$ cat src/rtl/multiple_seq_pkg.sv
// multiple_seq_pkg
// Shared definitions for the Thumb PUSH/POP/LDM/STM sequencer:
//   - architectural register indices used by the sequencer (SP, LR, PC)
//   - word size in bytes for address stepping
//   - multiple_vector encodings (ins16[12:11])
//   - sequencer state enum
//   - base_writeback(): whether a given transfer type writes its base back
package multiple_seq_pkg;

    localparam logic [3:0] REG_SP = 4'd13;
    localparam logic [3:0] REG_LR = 4'd14;
    localparam logic [3:0] REG_PC = 4'd15;

    localparam int WORD_BYTES = 4;

    localparam logic [1:0] VEC_STM  = 2'b00;
    localparam logic [1:0] VEC_LDM  = 2'b01;
    localparam logic [1:0] VEC_PUSH = 2'b10;
    localparam logic [1:0] VEC_POP  = 2'b11;

    typedef enum logic [1:0] {
        IDLE = 2'd0,
        LOAD = 2'd1,
        XFER = 2'd2,
        WB   = 2'd3
    } state_e;

    // An LDM that reloads its own base register lets the loaded value win,
    // so the base update is dropped. Every other form writes the base back.
    function automatic logic base_writeback(input logic [1:0] vec,
                                            input logic       base_listed);
        logic wb;
        wb = 1'b1;
        unique case (vec)
            VEC_LDM:                   wb = ~base_listed;
            VEC_STM, VEC_PUSH, VEC_POP: wb = 1'b1;
        endcase
        return wb;
    endfunction

endpackage

$ cat src/rtl/multiple_seq_list_prio_enc.sv
// list_prio_enc
// Purely combinational scan of a register list.
//   vec      in   LIST_W  register list (bit i = register slot i)
//   low_idx  out  IDX_W   index of the lowest set bit (0 when vec is empty)
//   count    out  CNT_W   number of set bits
module list_prio_enc #(
    parameter int LIST_W = 10,
    parameter int IDX_W  = $clog2(LIST_W),
    parameter int CNT_W  = $clog2(LIST_W + 1)
) (
    input  logic [LIST_W-1:0] vec,
    output logic [IDX_W-1:0]  low_idx,
    output logic [CNT_W-1:0]  count
);

    // Scanning from the top down lets the last hit (the lowest bit) win.
    always_comb begin
        low_idx = '0;
        count   = '0;
        for (int i = LIST_W - 1; i >= 0; i--) begin
            if (vec[i]) begin
                low_idx = IDX_W'(i);
            end
        end
        for (int i = 0; i < LIST_W; i++) begin
            count = count + CNT_W'(vec[i]);
        end
    end

endmodule

$ cat src/rtl/multiple_seq.sv
// multiple_seq
// Sequencer for Thumb PUSH/POP/LDM/STM. Accepts one decoded instruction in
// IDLE, announces it with a one-cycle pulse (LOAD), issues one register /
// memory-address pair per cycle lowest register first at ascending addresses
// (XFER), then finishes with one base-writeback cycle (WB). All outputs are
// registered.
//   rst              in   asynchronous reset, active-high
//   clk              in   clock
//   start            in   decoder requests a multiple transfer
//   ins16            in   instruction halfword, valid with start
//   base_value       in   SP (PUSH/POP) or R[ins16[10:8]] (LDM/STM)
//   busy             out  sequence in progress (LOAD..WB)
//   multiple_pulse   out  high in LOAD, one cycle before the first transfer
//   multiple_stable  out  high in every transfer cycle
//   multiple_vector  out  latched ins16[12:11]; bit0 = load
//   list             out  registers not yet issued, incl. the current one
//   reg_addr         out  register index of the current transfer
//   dm_addr          out  memory address of the current transfer
//   wb_en            out  base writeback strobe
//   wb_addr          out  base register index
//   wb_data          out  new base value
//   done             out  one-cycle completion pulse (WB)
module multiple_seq #(
    parameter int ADDR_W = 32,
    parameter int LIST_W = 10
) (
    input  logic              rst,
    input  logic              clk,
    input  logic              start,
    input  logic [15:0]       ins16,
    input  logic [ADDR_W-1:0] base_value,
    output logic              busy,
    output logic              multiple_pulse,
    output logic              multiple_stable,
    output logic [1:0]        multiple_vector,
    output logic [LIST_W-1:0] list,
    output logic [3:0]        reg_addr,
    output logic [ADDR_W-1:0] dm_addr,
    output logic              wb_en,
    output logic [3:0]        wb_addr,
    output logic [ADDR_W-1:0] wb_data,
    output logic              done
);

    import multiple_seq_pkg::*;

    localparam int IDX_W = $clog2(LIST_W);
    localparam int CNT_W = $clog2(LIST_W + 1);

    state_e            state_q, state_d;
    logic [LIST_W-1:0] list_q, list_d;
    logic [ADDR_W-1:0] addr_q, addr_d;
    logic [ADDR_W-1:0] new_base_q, new_base_d;
    logic [3:0]        base_idx_q, base_idx_d;
    logic              wb_allow_q, wb_allow_d;
    logic [1:0]        vector_q, vector_d;

    logic              busy_q, busy_d;
    logic              pulse_q, pulse_d;
    logic              stable_q, stable_d;
    logic [3:0]        reg_addr_q, reg_addr_d;
    logic [ADDR_W-1:0] dm_addr_q, dm_addr_d;
    logic              wb_en_q, wb_en_d;
    logic [3:0]        wb_addr_q, wb_addr_d;
    logic [ADDR_W-1:0] wb_data_q, wb_data_d;
    logic              done_q, done_d;

    logic              is_ldm_stm;
    logic              is_push_pop;
    logic              accept;
    logic [7:0]        low_regs;
    logic [LIST_W-1:0] mask_in;
    logic [IDX_W-1:0]  low_idx;
    logic [CNT_W-1:0]  set_cnt;
    logic [ADDR_W-1:0] four_n;

    assign is_ldm_stm  = (ins16[15:12] == 4'b1100);
    assign is_push_pop = (ins16[15:12] == 4'b1011) && (ins16[10:9] == 2'b10);
    assign accept      = start && (state_q == IDLE) && (is_ldm_stm || is_push_pop);
    assign low_regs    = ins16[7:0];
    // Bit 8 (LR/PC) only exists for PUSH/POP; bit 9 is reserved and stays 0.
    assign mask_in     = LIST_W'({is_push_pop & ins16[8], ins16[7:0]});

    // The encoder watches the next list value: in IDLE that is the incoming
    // mask (giving n), in XFER it is the list for the next transfer cycle
    // (giving the next reg_addr).
    list_prio_enc #(
        .LIST_W (LIST_W),
        .IDX_W  (IDX_W),
        .CNT_W  (CNT_W)
    ) u_list_prio_enc (
        .vec     (list_d),
        .low_idx (low_idx),
        .count   (set_cnt)
    );

    assign four_n = ADDR_W'(set_cnt) * ADDR_W'(WORD_BYTES);

    always_ff @(posedge clk or posedge rst) begin
        if (rst) begin
            state_q    <= IDLE;
            list_q     <= '0;
            addr_q     <= '0;
            new_base_q <= '0;
            base_idx_q <= '0;
            wb_allow_q <= 1'b0;
            vector_q   <= '0;
            busy_q     <= 1'b0;
            pulse_q    <= 1'b0;
            stable_q   <= 1'b0;
            reg_addr_q <= '0;
            dm_addr_q  <= '0;
            wb_en_q    <= 1'b0;
            wb_addr_q  <= '0;
            wb_data_q  <= '0;
            done_q     <= 1'b0;
        end else begin
            state_q    <= state_d;
            list_q     <= list_d;
            addr_q     <= addr_d;
            new_base_q <= new_base_d;
            base_idx_q <= base_idx_d;
            wb_allow_q <= wb_allow_d;
            vector_q   <= vector_d;
            busy_q     <= busy_d;
            pulse_q    <= pulse_d;
            stable_q   <= stable_d;
            reg_addr_q <= reg_addr_d;
            dm_addr_q  <= dm_addr_d;
            wb_en_q    <= wb_en_d;
            wb_addr_q  <= wb_addr_d;
            wb_data_q  <= wb_data_d;
            done_q     <= done_d;
        end
    end

    // Kept apart from the next-state block because the encoder reads list_d
    // and the next-state block reads the encoder's count.
    // Clearing the lowest set bit is list & (list - 1); the list reaching zero
    // is exactly the "last transfer" condition.
    always_comb begin
        list_d = '0;
        unique case (state_q)
            IDLE: if (accept) list_d = mask_in;
            LOAD: list_d = list_q;
            XFER: list_d = list_q & (list_q - LIST_W'(1));
            WB:   list_d = '0;
        endcase
    end

    always_comb begin
        state_d    = state_q;
        addr_d     = addr_q;
        new_base_d = new_base_q;
        base_idx_d = base_idx_q;
        wb_allow_d = wb_allow_q;
        vector_d   = vector_q;
        unique case (state_q)
            IDLE: begin
                vector_d   = '0;
                wb_allow_d = 1'b0;
                if (accept) begin
                    vector_d   = ins16[12:11];
                    base_idx_d = is_push_pop ? REG_SP : {1'b0, ins16[10:8]};
                    if (is_push_pop && (ins16[12:11] == VEC_PUSH)) begin
                        addr_d     = base_value - four_n;
                        new_base_d = base_value - four_n;
                    end else begin
                        addr_d     = base_value;
                        new_base_d = base_value + four_n;
                    end
                    wb_allow_d = (set_cnt != '0) &&
                                 base_writeback(ins16[12:11],
                                                is_ldm_stm && low_regs[ins16[10:8]]);
                    state_d    = (set_cnt == '0) ? WB : LOAD;
                end
            end
            LOAD: state_d = XFER;
            XFER: begin
                addr_d  = addr_q + ADDR_W'(WORD_BYTES);
                state_d = (list_d == '0) ? WB : XFER;
            end
            WB: begin
                state_d  = IDLE;
                vector_d = '0;
            end
        endcase
    end

    // Outputs are registered, so they are derived from the state being entered.
    always_comb begin
        busy_d     = (state_d != IDLE);
        pulse_d    = (state_d == LOAD);
        stable_d   = (state_d == XFER);
        reg_addr_d = '0;
        dm_addr_d  = '0;
        wb_en_d    = 1'b0;
        wb_addr_d  = '0;
        wb_data_d  = '0;
        done_d     = 1'b0;
        if (state_d == XFER) begin
            dm_addr_d = addr_d;
            // Slot 8 is LR when pushing and PC when popping.
            if (low_idx == IDX_W'(8)) begin
                reg_addr_d = (vector_d == VEC_POP) ? REG_PC : REG_LR;
            end else begin
                reg_addr_d = 4'(low_idx);
            end
        end
        if (state_d == WB) begin
            wb_en_d   = wb_allow_d;
            wb_addr_d = base_idx_d;
            wb_data_d = new_base_d;
            done_d    = 1'b1;
        end
    end

    assign busy            = busy_q;
    assign multiple_pulse  = pulse_q;
    assign multiple_stable = stable_q;
    assign multiple_vector = vector_q;
    assign list            = list_q;
    assign reg_addr        = reg_addr_q;
    assign dm_addr         = dm_addr_q;
    assign wb_en           = wb_en_q;
    assign wb_addr         = wb_addr_q;
    assign wb_data         = wb_data_q;
    assign done            = done_q;

endmodule

$ cat config.mk
export PLATFORM = sky130hd
export DESIGN_NAME = multiple_seq
export DESIGN_NICKNAME = d
export VERILOG_FILES = /design/src/rtl/multiple_seq_pkg.sv /design/src/rtl/multiple_seq_list_prio_enc.sv /design/src/rtl/multiple_seq.sv
export SDC_FILE = /design/constraint.sdc
export NUM_CORES = 1
export LEC_CHECK = 0
export ABC_CLOCK_PERIOD_IN_PS = 6950
export BUFFER_PORTS_ARGS = -buffer_cell sky130_fd_sc_hd__buf_2
export CAP_MARGIN = 0
export CORE_MARGIN = 5
export CORE_UTILIZATION = 52
export CTS_CLUSTER_DIAMETER = 150
export DETAILED_ROUTE_END_ITERATION = 7
export PLACE_DENSITY = 0.77
export SLEW_MARGIN = 20
export SYNTH_ARGS = -nofsm -noshare
export SYNTH_HDL_FRONTEND = slang
export SYNTH_HIERARCHICAL = 1
export SYNTH_SLANG_ARGS = --single-unit
$ cat constraint.sdc
create_clock -name clk -period 6.95 [get_ports clk]
set_input_delay 1.39 -clock clk [delete_from_list [all_inputs] [get_ports clk]]
set_output_delay 1.39 -clock clk [all_outputs]
set_load 0.02 [all_outputs]
# Yosys cells after proc, flatten, opt, wreduce, memory -nomap -nowiden
# Index checks and enable logic that the tools add are counted.
[op_classes]
addsub = 13
order_cmp = 1
eq_ne = 14
mux = 42
bitwise_logic = 3
reduce_logical = 14
[op_table]
columns = ["op", "count"]
rows = [
  ["$mux 32", 7],
  ["$mux 4", 16],
  ["$pmux 32 s2", 1],
  ["$pmux 10 s4", 1],
  ["$add 32x3->32 const B", 1],
  ["$add 32x6->32", 1],
  ["$add 4x1->4", 8],
  ["$sub 32x6->32", 1],
  ["$eq 2x2->1 const B", 8],
  ["$eq 4x4->1 const B", 3],
  ["$and 10x10->10", 1],
  ["$logic_not 10->1", 1],
  ["$sub 10x1->10 const B", 1],
  ["$mux 1", 9],
  ["$mux 9", 1],
  ["$pmux 2 s4", 1],
  ["$eq 2x1->1 const B", 3],
  ["$logic_and 1x1->1", 6],
  ["$mux 2", 3],
  ["$logic_not 2->1", 2],
  ["$logic_not 4->1", 1],
  ["$lt 3x4->1 const B", 1],
  ["$pmux 2 s2", 1],
  ["$reduce_bool 4->1", 1],
  ["other kinds (8)", 8],
]
[totals]
reg_bits = 160
output_inout_bits = 89

# Longest topological paths before layout
# Gate-level depths: netlist (run 1).
[logic_depth]
depth_word = 21
ltp_mapped = 28
mapped_depth_nobuf = 22

# Cells and area by module
# The synthesis (run 1) kept the hierarchy.
[by_module_without_submodules]
columns = ["mod", "instances", "cells_per_inst", "area_per_inst_um2"]
rows = [
  ["multiple_seq", 1, 922, 8660.8],
  ["list_prio_enc", 1, 44, 352.8],
]

# Worst setup path after synthesis (run 1)
# No wires, ideal clock.
[synth_path]
path_kind = "input-to-reg"
start = "in ins16[14]"
end = "reg wb_data_q[27], in the netlist wb_data[27]"
arrival_time_ns = 7.500
setup_slack_ns = -0.644
cell_stages = 26
path_buffers = 5
cell_sequence = "and4b_1 clkbuf_1 a21o_1 nand2_1 clkbuf_1 clkbuf_1 o21ai_0 fa_1 inv_1 fa_1 fa_1 inv_1 ha_1 inv_1 fa_1 xor2_1 inv_1 ha_1 clkbuf_1 and4b_1 a2111o_1 clkbuf_1 nor4_1 a31oi_1 mux2i_1 a211oi_1"
[synth_between]
word_cells_on_any_way = 31
[synth_lines]
columns = ["item", "line", "text"]
rows = [
  ["from (decl)", "multiple_seq.sv:30", "input logic [15:0] ins16,"],
  ["$eq 4x4->1", "multiple_seq.sv:78", "assign is_push_pop = (ins16[15:12] == 4'b1011) && (ins16[10:9] == 2'b10);"],
  ["$logic_and 1x1->1", "multiple_seq.sv:78", ""],
  ["$logic_or 1x1->1 *", "multiple_seq.sv:79", "assign accept = start && (state_q == IDLE) && (is_ldm_stm || is_push_pop);"],
  ["$logic_and 1x1->1 *", "multiple_seq.sv:79", ""],
  ["$mux 9 *", "multiple_seq.sv:144", "IDLE: if (accept) list_d = mask_in;"],
  ["$pmux 10 s4 *", "multiple_seq.sv:143", "unique case (state_q)"],
  ["via list_d[6]", "multiple_seq.sv:51", "logic [LIST_W-1:0] list_q, list_d;"],
  ["$add 4x1->4 * (4 in a row)", "multiple_seq_list_prio_enc.sv:26", "count = count + CNT_W'(vec[i]);"],
  ["via set_cnt[2]", "multiple_seq.sv:74", "logic [CNT_W-1:0] set_cnt;"],
  ["parallel branches: the longest is 5 deep, another holds $add 32x6->32", "n/a", ""],
  ["$mux 32 *", "multiple_seq.sv:210", "if (state_d == WB) begin"],
  ["via wb_data_d[27]", "multiple_seq.sv:65", "logic [ADDR_W-1:0] wb_data_q, wb_data_d;"],
  ["to (signal assigned)", "multiple_seq.sv:132", "wb_data_q <= wb_data_d;"],
  ["to (decl)", "multiple_seq.sv:65", ""],
]
# Mark *: on every way through the listed nets, which the timed path passes.

# Worst setup path in the final report (run 1)
[layout_path]
start = "in ins16[13]"
end = "reg dm_addr_q[25], in the netlist dm_addr[25]"
[layout_between]
word_cells_on_any_way = 30
[layout_lines]
columns = ["item", "line", "text"]
rows = [
  ["$eq 4x4->1", "multiple_seq.sv:78", ""],
  ["$logic_and 1x1->1", "multiple_seq.sv:78", ""],
  ["$logic_or 1x1->1 *", "multiple_seq.sv:79", ""],
  ["$logic_and 1x1->1 *", "multiple_seq.sv:79", ""],
  ["$mux 9 *", "multiple_seq.sv:144", ""],
  ["$pmux 10 s4 *", "multiple_seq.sv:143", ""],
  ["via list_d[3]", "multiple_seq.sv:51", ""],
  ["$add 4x1->4 * (7 in a row)", "multiple_seq_list_prio_enc.sv:26", ""],
  ["via set_cnt[2]", "multiple_seq.sv:74", ""],
  ["parallel branches: the longest is 5 deep, another holds $sub 32x6->32", "n/a", ""],
  ["$mux 32 *", "multiple_seq.sv:201", "if (state_d == XFER) begin"],
  ["via dm_addr_d[25]", "multiple_seq.sv:62", "logic [ADDR_W-1:0] dm_addr_q, dm_addr_d;"],
  ["to (signal assigned)", "multiple_seq.sv:129", "dm_addr_q <= dm_addr_d;"],
  ["to (decl)", "multiple_seq.sv:62", ""],
]
# Marks and branches as above.

==> results of run 1 <==
tightest hold or removal path: stages, from the launching register on:
cell,delay (ns)
dfrtp_1,0.32
nand2_1,0.06
nand2_1,0.05
worst paths after layout:
path / end / cells past startpoint
max reg2reg: dm_addr[25]$_DFF_PP0_ / 24
max: dm_addr[25]$_DFF_PP0_ / 25
max in group asynchronous: state_q[0]$_DFF_PP0_ / 3
min in group asynchronous: dm_addr[26]$_DFF_PP0_ / 2
min reg2reg: new_base_q[28]$_DFF_PP0_ / 2
min: new_base_q[28]$_DFF_PP0_ / 2
cell usage after synthesis, types with 7 or more instances:
master,number,area (um^2)
fa_1,8,160
nor4_1,30,188
a31oi_1,12,75.1
mux2i_1,17,170
xnor2_1,14,123
inv_1,39,146
nor3_1,29,145
nand2_1,106,398
or3_1,14,87.6
or4_1,9,67.6
xor2_1,15,131
o211ai_1,11,82.6
nor3b_1,12,90.1
a21o_1,12,90.1
o21ai_0,34,170
and3_1,33,206
a221o_1,7,70.1
nand4_1,18,113
a211oi_1,24,180
nor2b_1,31,194
and4_1,8,70.1
dfrtp_1,160,4000
nand3_1,35,175
nor2_1,57,214
a21oi_1,38,190
o21ai_1,11,55.1
ha_1,18,225
clkbuf_1,49,184
routing by layer:
layer / vias to the layer above / GRT usage, %
met5: - / 0
met4: 0 / 9.09
met3: 43 / 6.81
met2: 461 / 41.3
met1: 4022 / 41.9
li1: 3826 / -
report_power, final:
group / total (mW) / switching [mW] / internal, mW
Combinational: 1.38 / 0.956 / 0.427
Clock: 1.02 / 0.390 / 0.634
Sequential: 1.37 / 0.147 / 1.23
Total: 3.78 / 1.49 / 2.29
registers in the layout (all words and copies together), names as in the netlist, 2 cells and up:
signal / flops
wb_addr: 4
addr_q: 32
wb_data: 32
dm_addr: 32
base_idx_q: 4
state_q: 2
reg_addr: 4
multiple_vector: 2
list: 10
new_base_q: 32
placed cells by master (no fill, tap or decap), types with 6 or more instances in the layout:
cell and n:
a211oi_1 24, a21o_1 12, a21oi_1 38, a221o_1 7, a31oi_1 12, and3_1 33, and4_1 8, buf_2 139
buf_4 45, clkbuf_16 17, dfrtp_1 160, fa_1 8, ha_1 18, inv_1 38, mux2i_1 17, nand2_1 105
nand2b_1 6, nand3_1 35, nand4_1 18, nor2_1 56, nor2b_1 31, nor3_1 29, nor3b_1 12, nor3b_2 6
nor4_1 27, nor4_2 6, o211ai_1 11, o21ai_0 33, o21ai_1 11, o22ai_1 6, or3_1 14, or4_1 9
xnor2_1 14, xor2_1 15
area by class of cell:
class                   count  area share, %
flip-flops and latches    160           37.0
inverters                  42           1.50
clock inverters            11           1.64
well taps                 225           2.60
clock buffers              21           4.35
multi-input cells         706           43.3
repair buffers            184           9.56
what timing repair did:
item	in CTS	in global routing
endpoints found under the setup margin	0	1
endpoints found under the hold margin	0	0
gates resized for setup	0	1
hold buffers	0	0
cell families (layout without fill, tap and decap cells):
group,count (synthesis),count (layout)
buffers and inverters,100,258
AND/OR/NAND/NOR,420,420
flip-flops,160,160
multiplexers,20,20
AO/OA/AOI/OAI,210,210
adder cells (fa/ha/maj),27,27
XOR/XNOR,29,29
==> results.json, run 1 <==
{
  "reg2reg_from": "state_q[1]$_DFF_PP0_",
  "fin_hold_ws_ns": 0.465,
  "synthFlopType": "dfrtp_1",
  "placedCellCount": 1317,
  "max_cap_violations": 0,
  "drive_above_1_share_pct": 22.2,
  "port_buffers": 139,
  "combinational_family_with_the_most_area_after_synthesis": "simple AND/OR/NAND/NOR gates",
  "synth_simple_gate_area_share_pct": 25.5,
  "routed-wl-met2_um": 12400,
  "worst_setup_path_end_kind": "flop",
  "postLayoutCoreUtil_pct": 62.9,
  "setup.reg_to_reg.worst_slack_ns": 0.38,
  "tightestPinTransition_ns": 0.883,
  "max-vdd-ir-drop_mv": 0.336,
  "multi_input_comb_area_um2": 4680,
  "placementRows": 48,
  "m1WireLength_um": 12000,
  "vias_per_cell": 6.19,
  "highest_layer": "met4",
  "cts_num_sinks": 160,
  "outcome": "completed",
  "final-instance-count-excl-fill": 1349,
  "post-dp-hpwl_um": 19900,
  "initial_core_util_pct": 52.5,
  "hold_path_startpoint": "new_base_q[28]$_DFF_PP0_",
  "io_pins": 140,
  "grt-ovfl-total": 0,
  "worst-path-buf-inv": 8,
  "yosysSeqAreaShare_pct": 44.4,
  "syn_inst": 966,
  "worst_ep_required_time_ns": 7.22,
  "synthesis.area_per_instance_um2": 9.33,
  "clkTransAtPathRegs_ns": 0.06,
  "timing.slew.headroom_pct": 40.6,
  "drt_pass1_iterations": 6,
  "insertedDiodeCount": 0,
  "htreeDepth": 4,
  "critPathArrivalTime_ns": 6.92,
  "critPathLaunchType": "input pin",
  "antenna_violations_before_repair": 0,
  "cell_at_the_root_of_the_clock_tree": "clkbuf_16",
  "finalClockSkew_ns": 0.0117,
  "yosysWarningCount": 6,
  "grt_pass1_wl_um": 44700,
  "cts_made_buffers": 17,
  "finalPower_mw": 3.78,
  "highest_fanout_seen_on_the_critical_path": 6,
  "timing.final.crit_period_ns": 6.65,
  "die_width_um": 142,
  "timing.setup.critical_path_class": "in2reg",
  "setup_total_negative_slack_ns": 0,
  "layout.area.seq_um2": 4000,
  "pin_count_of_the_biggest_net_entering_global_routing": 91,
  "critPathMaxStageDelay_ns": 0.54,
  "setup_violations": 0,
  "met3WireLength_um": 2810,
  "dr_total_vias": 8352,
  "power.leakage_nw": 5.33,
  "grt_setup_unrepaired": "no",
  "tritoncts": "done",
  "final-max-slew-violation-count": 0,
  "netlist-cell-type-count": 79,
  "synth_async_sr_flop_share_pct": 100,
  "synth-seq-cells": 160,
  "placed_area_um2": 10100,
  "die_h_um": 142,
  "slowest_stage": "a2111o_1",
  "timing.final.crit_share_pct": 95.7,
  "achievable-frequency_ghz": 0.150,
  "fp.coreArea_um2": 17200,
  "design_area_um2": 10800,
  "dp_slack_ns": 0.0103,
  "layout_setup_ws_ns": 0.298,
  "detail_route.wirelength_um": 27900,
  "synthesis.area_um2": 9010,
  "power.density_cell_area_nw_per_um2": 350,
  "synth.mux.area_fraction_pct": 2.51,
  "cts_max_path_buffers": 2,
  "finish.net_count": 1188,
  "hold_viol_final": 0,
  "antenna_violating_nets_post_route": 0,
  "synth_adder_area_share_pct": 4.39,
  "globalplace.congestion": 0.951,
  "mappedNetlistNets": 1043,
  "drc_errors": 0,
  "critical-path-top-delay-family": "adder cells",
  "detail_route.wl_per_cell_um": 20.6,
  "critPathLaunch": "ins16[13]",
  "dieArea_um2": 20100,
  "skew_pair_late_insertion_delay_ns": 0.43,
  "initial_drc_count": 998,
  "post-cts-setup-buffer-count": 0,
  "hold_path.class": "reg2reg",
  "fillCellCount": 1482,
  "grt.total_usage_pct": 28.4,
  "grt_pass1_vias": 8004,
  "synth-compound-area-share_pct": 16.0,
  "synth-xor-area-share_pct": 2.82,
  "layout-area-overhead-vs-synth_pct": 19.9,
  "synth_edf_count": 0
}
No activity file was read; power rests on OpenSTA's default activity.
==> inputs of run 2 (changes only) <==
MAX_ROUTING_LAYER = met4   (was default)
PLACE_DENSITY = 0.83   (was 0.77)
==> results.json, run 2 (synthesized netlist as in run 1, its figures left out) <==
{
  "timing.final.crit_share_pct": 94.5,
  "fp.coreArea_um2": 17200,
  "achievable-frequency_ghz": 0.152,
  "io_pins": 140,
  "post-dp-hpwl_um": 19800,
  "dr_total_vias": 8363,
  "placementRows": 48,
  "timing.setup.critical_path_class": "reg2reg",
  "switching_share_pct": 39.4,
  "p_int_mw": 2.27,
  "cts_num_sinks": 160,
  "worst_setup_path_end_kind": "flop",
  "setup_violations": 0,
  "detail_route.wl_per_cell_um": 20.5,
  "max-vdd-ir-drop_mv": 0.282,
  "hold_path.class": "reg2reg",
  "setup_total_negative_slack_ns": 0,
  "drt_pass1_iterations": 7,
  "finish.net_count": 1188,
  "clkTransAtPathRegs_ns": 0.06,
  "grt_setup_unrepaired": "no",
  "layout-area-overhead-vs-synth_pct": 19.7,
  "tritoncts": "done",
  "power.density_cell_area_nw_per_um2": 346,
  "most-common-layout-cells": "160 x dfrtp_1, 139 x buf_2, 105 x nand2_1, 56 x nor2_1, 44 x buf_4",
  "drc_errors": 0,
  "layout.cells.most_common": "dfrtp_1",
  "highest_fanout_seen_on_the_critical_path": 9,
  "timing.slew.headroom_pct": 42.8,
  "cts-resized-gates": 0,
  "seq_power_share_pct": 36.7,
  "critPathArrivalTime_ns": 6.91,
  "vias_per_cell": 6.19,
  "htreeDepth": 4,
  "antenna_violating_nets_post_route": 0,
  "cts_made_buffers": 17,
  "cell_at_the_root_of_the_clock_tree": "clkbuf_16",
  "drive_above_1_share_pct": 22.1,
  "pin_count_of_the_biggest_net_entering_global_routing": 82,
  "grt_pass1_vias": 8032,
  "tightestPinTransition_ns": 0.850,
  "share_of_power_burned_in_combinational_logic_pct": 36.5,
  "grt-ovfl-total": 0,
  "postLayoutCoreUtil_pct": 62.8,
  "globalplace.congestion": 1.01,
  "setup.reg_to_reg.worst_slack_ns": 0.38,
  "detail_route.wirelength_um": 27800,
  "final-max-slew-violation-count": 0,
  "power.leakage_nw": 5.31,
  "dieArea_um2": 20100,
  "finalClockSkew_ns": 0.0102,
  "cts.hold.buffers_added": 0,
  "port_buffers": 139,
  "power_frac_clock_pct": 26.9,
  "max_cap_violations": 0,
  "die_h_um": 142,
  "initial_drc_count": 916,
  "antenna_violations_before_repair": 2,
  "worst_ep_required_time_ns": 7.29,
  "post-cts-setup-buffer-count": 0,
  "timing.final.crit_period_ns": 6.57,
  "cts_max_path_buffers": 2,
  "skew_pair_late_insertion_delay_ns": 0.44,
  "power.net_switching_mw": 1.47,
  "critPathLaunchType": "flop",
  "hold_viol_final": 0,
  "grt_pass1_wl_um": 44600,
  "grt.total_usage_pct": 29.2,
  "die_width_um": 142,
  "initial_core_util_pct": 52.5,
  "outcome": "completed"
}
-- run 2: cell types whose count changed in the layout (fill, tap and decap cells not counted) --
cell        previous run  this run
clkinv_2               1         2
a2111oi_4              1         0
clkbuf_1               1         2
a2111oi_2              0         1
buf_6                  0         1
diode_2                0         3
clkinvlp_4             0         2
buf_4                 45        44
clkinv_4               4         2
clkbuf_8               3         1
-- run 2: critical path, stage by stage, from the launching register on --
cell	delay, ns
dfrtp_1	0.42
inv_1	0.10
ha_1	0.29
or4_1	0.56
o211ai_1	0.41
o21ai_4	0.11
fa_1	0.49
inv_1	0.05
fa_1	0.47
fa_1	0.47
inv_1	0.07
ha_1	0.17
inv_1	0.06
fa_1	0.37
xor2_1	0.18
inv_1	0.06
ha_1	0.30
and4b_1	0.23
a2111o_1	0.55
buf_4	0.23
nor4_2	0.23
xor2_1	0.30
nand2_1	0.14
a21oi_1	0.18
-- run 2: per-stage QoR --
stage / hold slack (ns) / worst slack (ns) / power, mW / instance area (um^2) / std cells
finish: 0.466 / 0.382 / 3.74 / 10800 / 1352
floorplan: 0.432 / 0.00650 / 2.30 / 9060 / 966
global route: 0.487 / 0.116 / 3.94 / 10800 / 1351
global placement: 0.444 / 0.189 / 2.70 / 10100 / 1317
CTS: 0.466 / 0.453 / 3.74 / 10800 / 1349
detailed placement: 0.452 / 0.0852 / 2.73 / 10100 / 1317
-- run 2: area by class of cell --
class,count,area (um^2)
diodes,3,7.51
clock buffers,20,447
clock inverters,12,180
fillers,1454,6390
inverters,42,163
multi-input cells,706,4670
flip-flops and latches,160,4000
well taps,225,282
repair buffers,184,1040
-- run 2: per-layer routing --
| metal | wire length, um | part of all wire, % | vias up | track usage (%) |
|---|---|---|---|---|
| met1 | 12200 | 44 | 4038 | 40.6 |
| met3 | 2420 | 8.7 | 58 | 6.07 |
| met5 | 0 | 0 | - | - |
| met2 | 12500 | 45 | 429 | 42.6 |
| met4 | 705 | 2.5 | 0 | 10.4 |
| li1 | - | - | 3838 | - |
-- run 2: final timing paths --
check | end | start | cells past startpoint
min | new_base_q[11]$_DFF_PP0_ | new_base_q[11]$_DFF_PP0_ | 2
max reg2reg | dm_addr[27]$_DFF_PP0_ | state_q[1]$_DFF_PP0_ | 23
max in group asynchronous | base_idx_q[3]$_DFF_PP0_ | rst | 3
max | dm_addr[27]$_DFF_PP0_ | state_q[1]$_DFF_PP0_ | 23
min in group asynchronous | dm_addr[23]$_DFF_PP0_ | rst | 2
min reg2reg | new_base_q[11]$_DFF_PP0_ | new_base_q[11]$_DFF_PP0_ | 2
-- run 2: power by group through the flow --
| stage | clock, mW | sequential [mW] | combinational (mW) |
|---|---|---|---|
| after CTS | 1.01 | 1.37 | 1.36 |
| final | 1.00 | 1.37 | 1.36 |
| after floorplan | 0 | 1.52 | 0.781 |
| after detailed placement | 0 | 1.38 | 1.35 |
| after global placement | 0 | 1.37 | 1.33 |
| after global routing | 1.05 | 1.41 | 1.49 |
==> inputs of run 3 (changes only) <==
ABC_AREA = 1   (was default)
CORE_UTILIZATION = 53   (was 52)
==> results.json, run 3 <==
{
  "outcome": "completed",
  "synth_top_cell_area_share_pct": 39.2,
  "port_buffers": 139,
  "synthesis.area_per_instance_um2": 7.04,
  "tritoncts": "done",
  "drc_errors": 0,
  "mappedNetlistNets": 1526,
  "synth_adder_area_share_pct": 3.78,
  "finalClockSkew_ns": 0.00745,
  "netlist.top_cell.by_area": "dfrtp_1",
  "worst_ep_required_time_ns": 7.28,
  "io_pins": 140,
  "layout.cells.most_common": "nand2_1",
  "synth.mux.area_fraction_pct": 0,
  "die_h_um": 149,
  "fin_hold_ws_ns": 0.481,
  "drt_pass1_iterations": 6,
  "clkTransAtPathRegs_ns": 0.07,
  "placementRows": 50,
  "initial_drc_count": 1007,
  "syn_inst": 1449,
  "timing.final.crit_share_pct": 90.1,
  "achievable-frequency_ghz": 0.160,
  "finish.net_count": 1652,
  "synth-compound-area-share_pct": 9.50,
  "final-max-slew-violation-count": 0,
  "layout_setup_ws_ns": 0.691,
  "finalPower_mw": 4.04,
  "synth.cells.most_frequent": "380 x nand2_1, 220 x inv_1, 177 x nor2_1",
  "power.leakage_nw": 6.42,
  "vias_per_cell": 5.45,
  "cts.hold.buffers_added": 0,
  "drive_above_1_share_pct": 16.1,
  "synth_async_sr_flop_share_pct": 100,
  "antenna_violating_nets_post_route": 0,
  "tightestPinTransition_ns": 0.950,
  "placed_area_um2": 11100,
  "max-vdd-ir-drop_mv": 0.227,
  "combinational_family_with_the_most_area_after_synthesis": "simple AND/OR/NAND/NOR gates",
  "most-common-layout-cells": "380 x nand2_1, 219 x inv_1, 177 x nor2_1, 160 x dfrtp_1, 139 x buf_2",
  "hold_path.class": "reg2reg",
  "grt.total_usage_pct": 30.3,
  "synthesis.area_um2": 10200,
  "die_width_um": 149,
  "fp.coreArea_um2": 18800,
  "detail_route.wirelength_um": 32500,
  "antenna_violations_before_repair": 1,
  "highest_fanout_seen_on_the_critical_path": 11,
  "grt_pass1_vias": 9475,
  "dp_slack_ns": 0.338,
  "grt_pass1_wl_um": 50700,
  "power.density_cell_area_nw_per_um2": 346,
  "synth_edf_count": 0,
  "dr_total_vias": 10085,
  "grt_setup_unrepaired": "no",
  "globalplace.congestion": 1.04,
  "grt-ovfl-total": 0,
  "r2r_cells": 27,
  "post-synth-top-count-cell": "nand2_1",
  "htreeDepth": 4,
  "detail_route.wl_per_cell_um": 17.6,
  "layout-area-overhead-vs-synth_pct": 14.4,
  "cts_num_sinks": 160,
  "synth-seq-cells": 160,
  "pin_count_of_the_biggest_net_entering_global_routing": 112,
  "cts-resized-gates": 0,
  "max_cap_violations": 0,
  "yosysSeqAreaShare_pct": 39.2,
  "dieArea_um2": 22100,
  "hold_viol_final": 0,
  "hold_path_depth": 2,
  "post-dp-hpwl_um": 25000,
  "worst_setup_path_end_kind": "flop",
  "skew_pair_late_insertion_delay_ns": 0.44,
  "timing.setup.critical_path_class": "in2reg",
  "critPathLaunchType": "input pin",
  "critPathArrivalTime_ns": 6.59,
  "cell_at_the_root_of_the_clock_tree": "clkbuf_16",
  "cts_max_path_buffers": 2,
  "netlist-cell-type-count": 51,
  "setup_total_negative_slack_ns": 0,
  "timing.final.crit_period_ns": 6.26,
  "cts_made_buffers": 17,
  "synth-xor-area-share_pct": 1.37,
  "yosysWarningCount": 6,
  "synth_simple_gate_area_share_pct": 35.2,
  "post-cts-setup-buffer-count": 0,
  "synth_top_cells_by_area": "dfrtp_1 39%, nand2_1 14%, inv_1 8.1%, nor2_1 6.5%, nand3_1 5.8%",
  "synthFlopType": "dfrtp_1",
  "placedCellCount": 1816,
  "postLayoutCoreUtil_pct": 62.0,
  "timing.slew.headroom_pct": 36.6,
  "initial_core_util_pct": 54.2,
  "setup_violations": 0,
  "design_area_um2": 11700,
  "final-instance-count-excl-fill": 1849
}
==> run 3: cell types whose count changed in the layout (fill, tap and decap cells not counted), sizes merged, moves of 24 or more <==
cell / change
nand2: +286
inv: +194
nor2: +148
nand3: +86
o21ai: +37
buf: -34
and3: -32
nor2b: -31
nor4: -31
a211oi: -24
==> run 3: critical path, stage by stage <==
cell and delay [ns]:
buf_2 0.12, nand2_2 0.07, nor2_2 0.04, nand2_2 0.07
nand2_2 0.15, nand3_2 0.10, nand2_1 0.16, fa_1 0.58
inv_1 0.05, fa_1 0.46, fa_1 0.52, inv_1 0.04
ha_1 0.19, inv_1 0.07, fa_1 0.40, inv_1 0.19
inv_1 0.09, ha_1 0.32, o21ai_0 0.25, nand2_1 0.19
o21bai_2 0.40, nand3_1 0.15, nand2_1 0.09, nand3_1 0.12
nand2_1 0.12, nand2_1 0.05, nand2_1 0.15, inv_1 0.05
==> run 3: layer usage <==
| layer | vias to the layer above | routed length, um | global-route usage, % |
|---|---|---|---|
| met3 | 60 | 2350 | 4.50 |
| met5 | - | 0 | - |
| met2 | 431 | 15600 | 48.8 |
| met1 | 4781 | 13800 | 40.3 |
| li1 | 4813 | - | - |
| met4 | 0 | 766 | 8.51 |
==> run 3: path summary, 6_finish.rpt <==
kind	start	slack (ns)	endpoint
setup / recovery	ins16[12]	0.69	new_base_q[21]$_DFF_PP0_
hold / removal	new_base_q[0]$_DFF_PP0_	0.48	new_base_q[0]$_DFF_PP0_
setup reg to reg	state_q[0]$_DFF_PP0_	0.85	new_base_q[21]$_DFF_PP0_
hold reg to reg	new_base_q[0]$_DFF_PP0_	0.48	new_base_q[0]$_DFF_PP0_
max in group asynchronous	rst	4.59	wb_data[23]$_DFF_PP0_
min in group asynchronous	rst	1.18	dm_addr[18]$_DFF_PP0_
==> run 3: area by class of cell <==
| class | count | area (um^2) |
|---|---|---|
| Fill cell | 1786 | 7160 |
| Multi-Input combinational cell | 1015 | 5090 |
| Sequential cell | 160 | 4000 |
| Inverter | 231 | 872 |
| Timing Repair Buffer | 150 | 791 |
| Clock buffer | 19 | 453 |
| Tap cell | 260 | 325 |
| Clock inverter | 13 | 140 |
| Antenna cell | 1 | 2.50 |
==> run 3: power by group <==
| group | switching (mW) | internal [mW] |
|---|---|---|
| clock network | 0.434 | 0.528 |
| logic | 1.17 | 0.500 |
| registers | 0.141 | 1.26 |
==> run 3: logic make-up after synthesis <==
| kind of cell | after synthesis |
|---|---|
| and+or+nand+nor | 801 |
| buffers and inverters | 274 |
| AOI/OAI and AO/OA | 172 |
| DFF | 160 |
| adders and majority gates | 26 |
| xor gates and xnor gates | 16 |
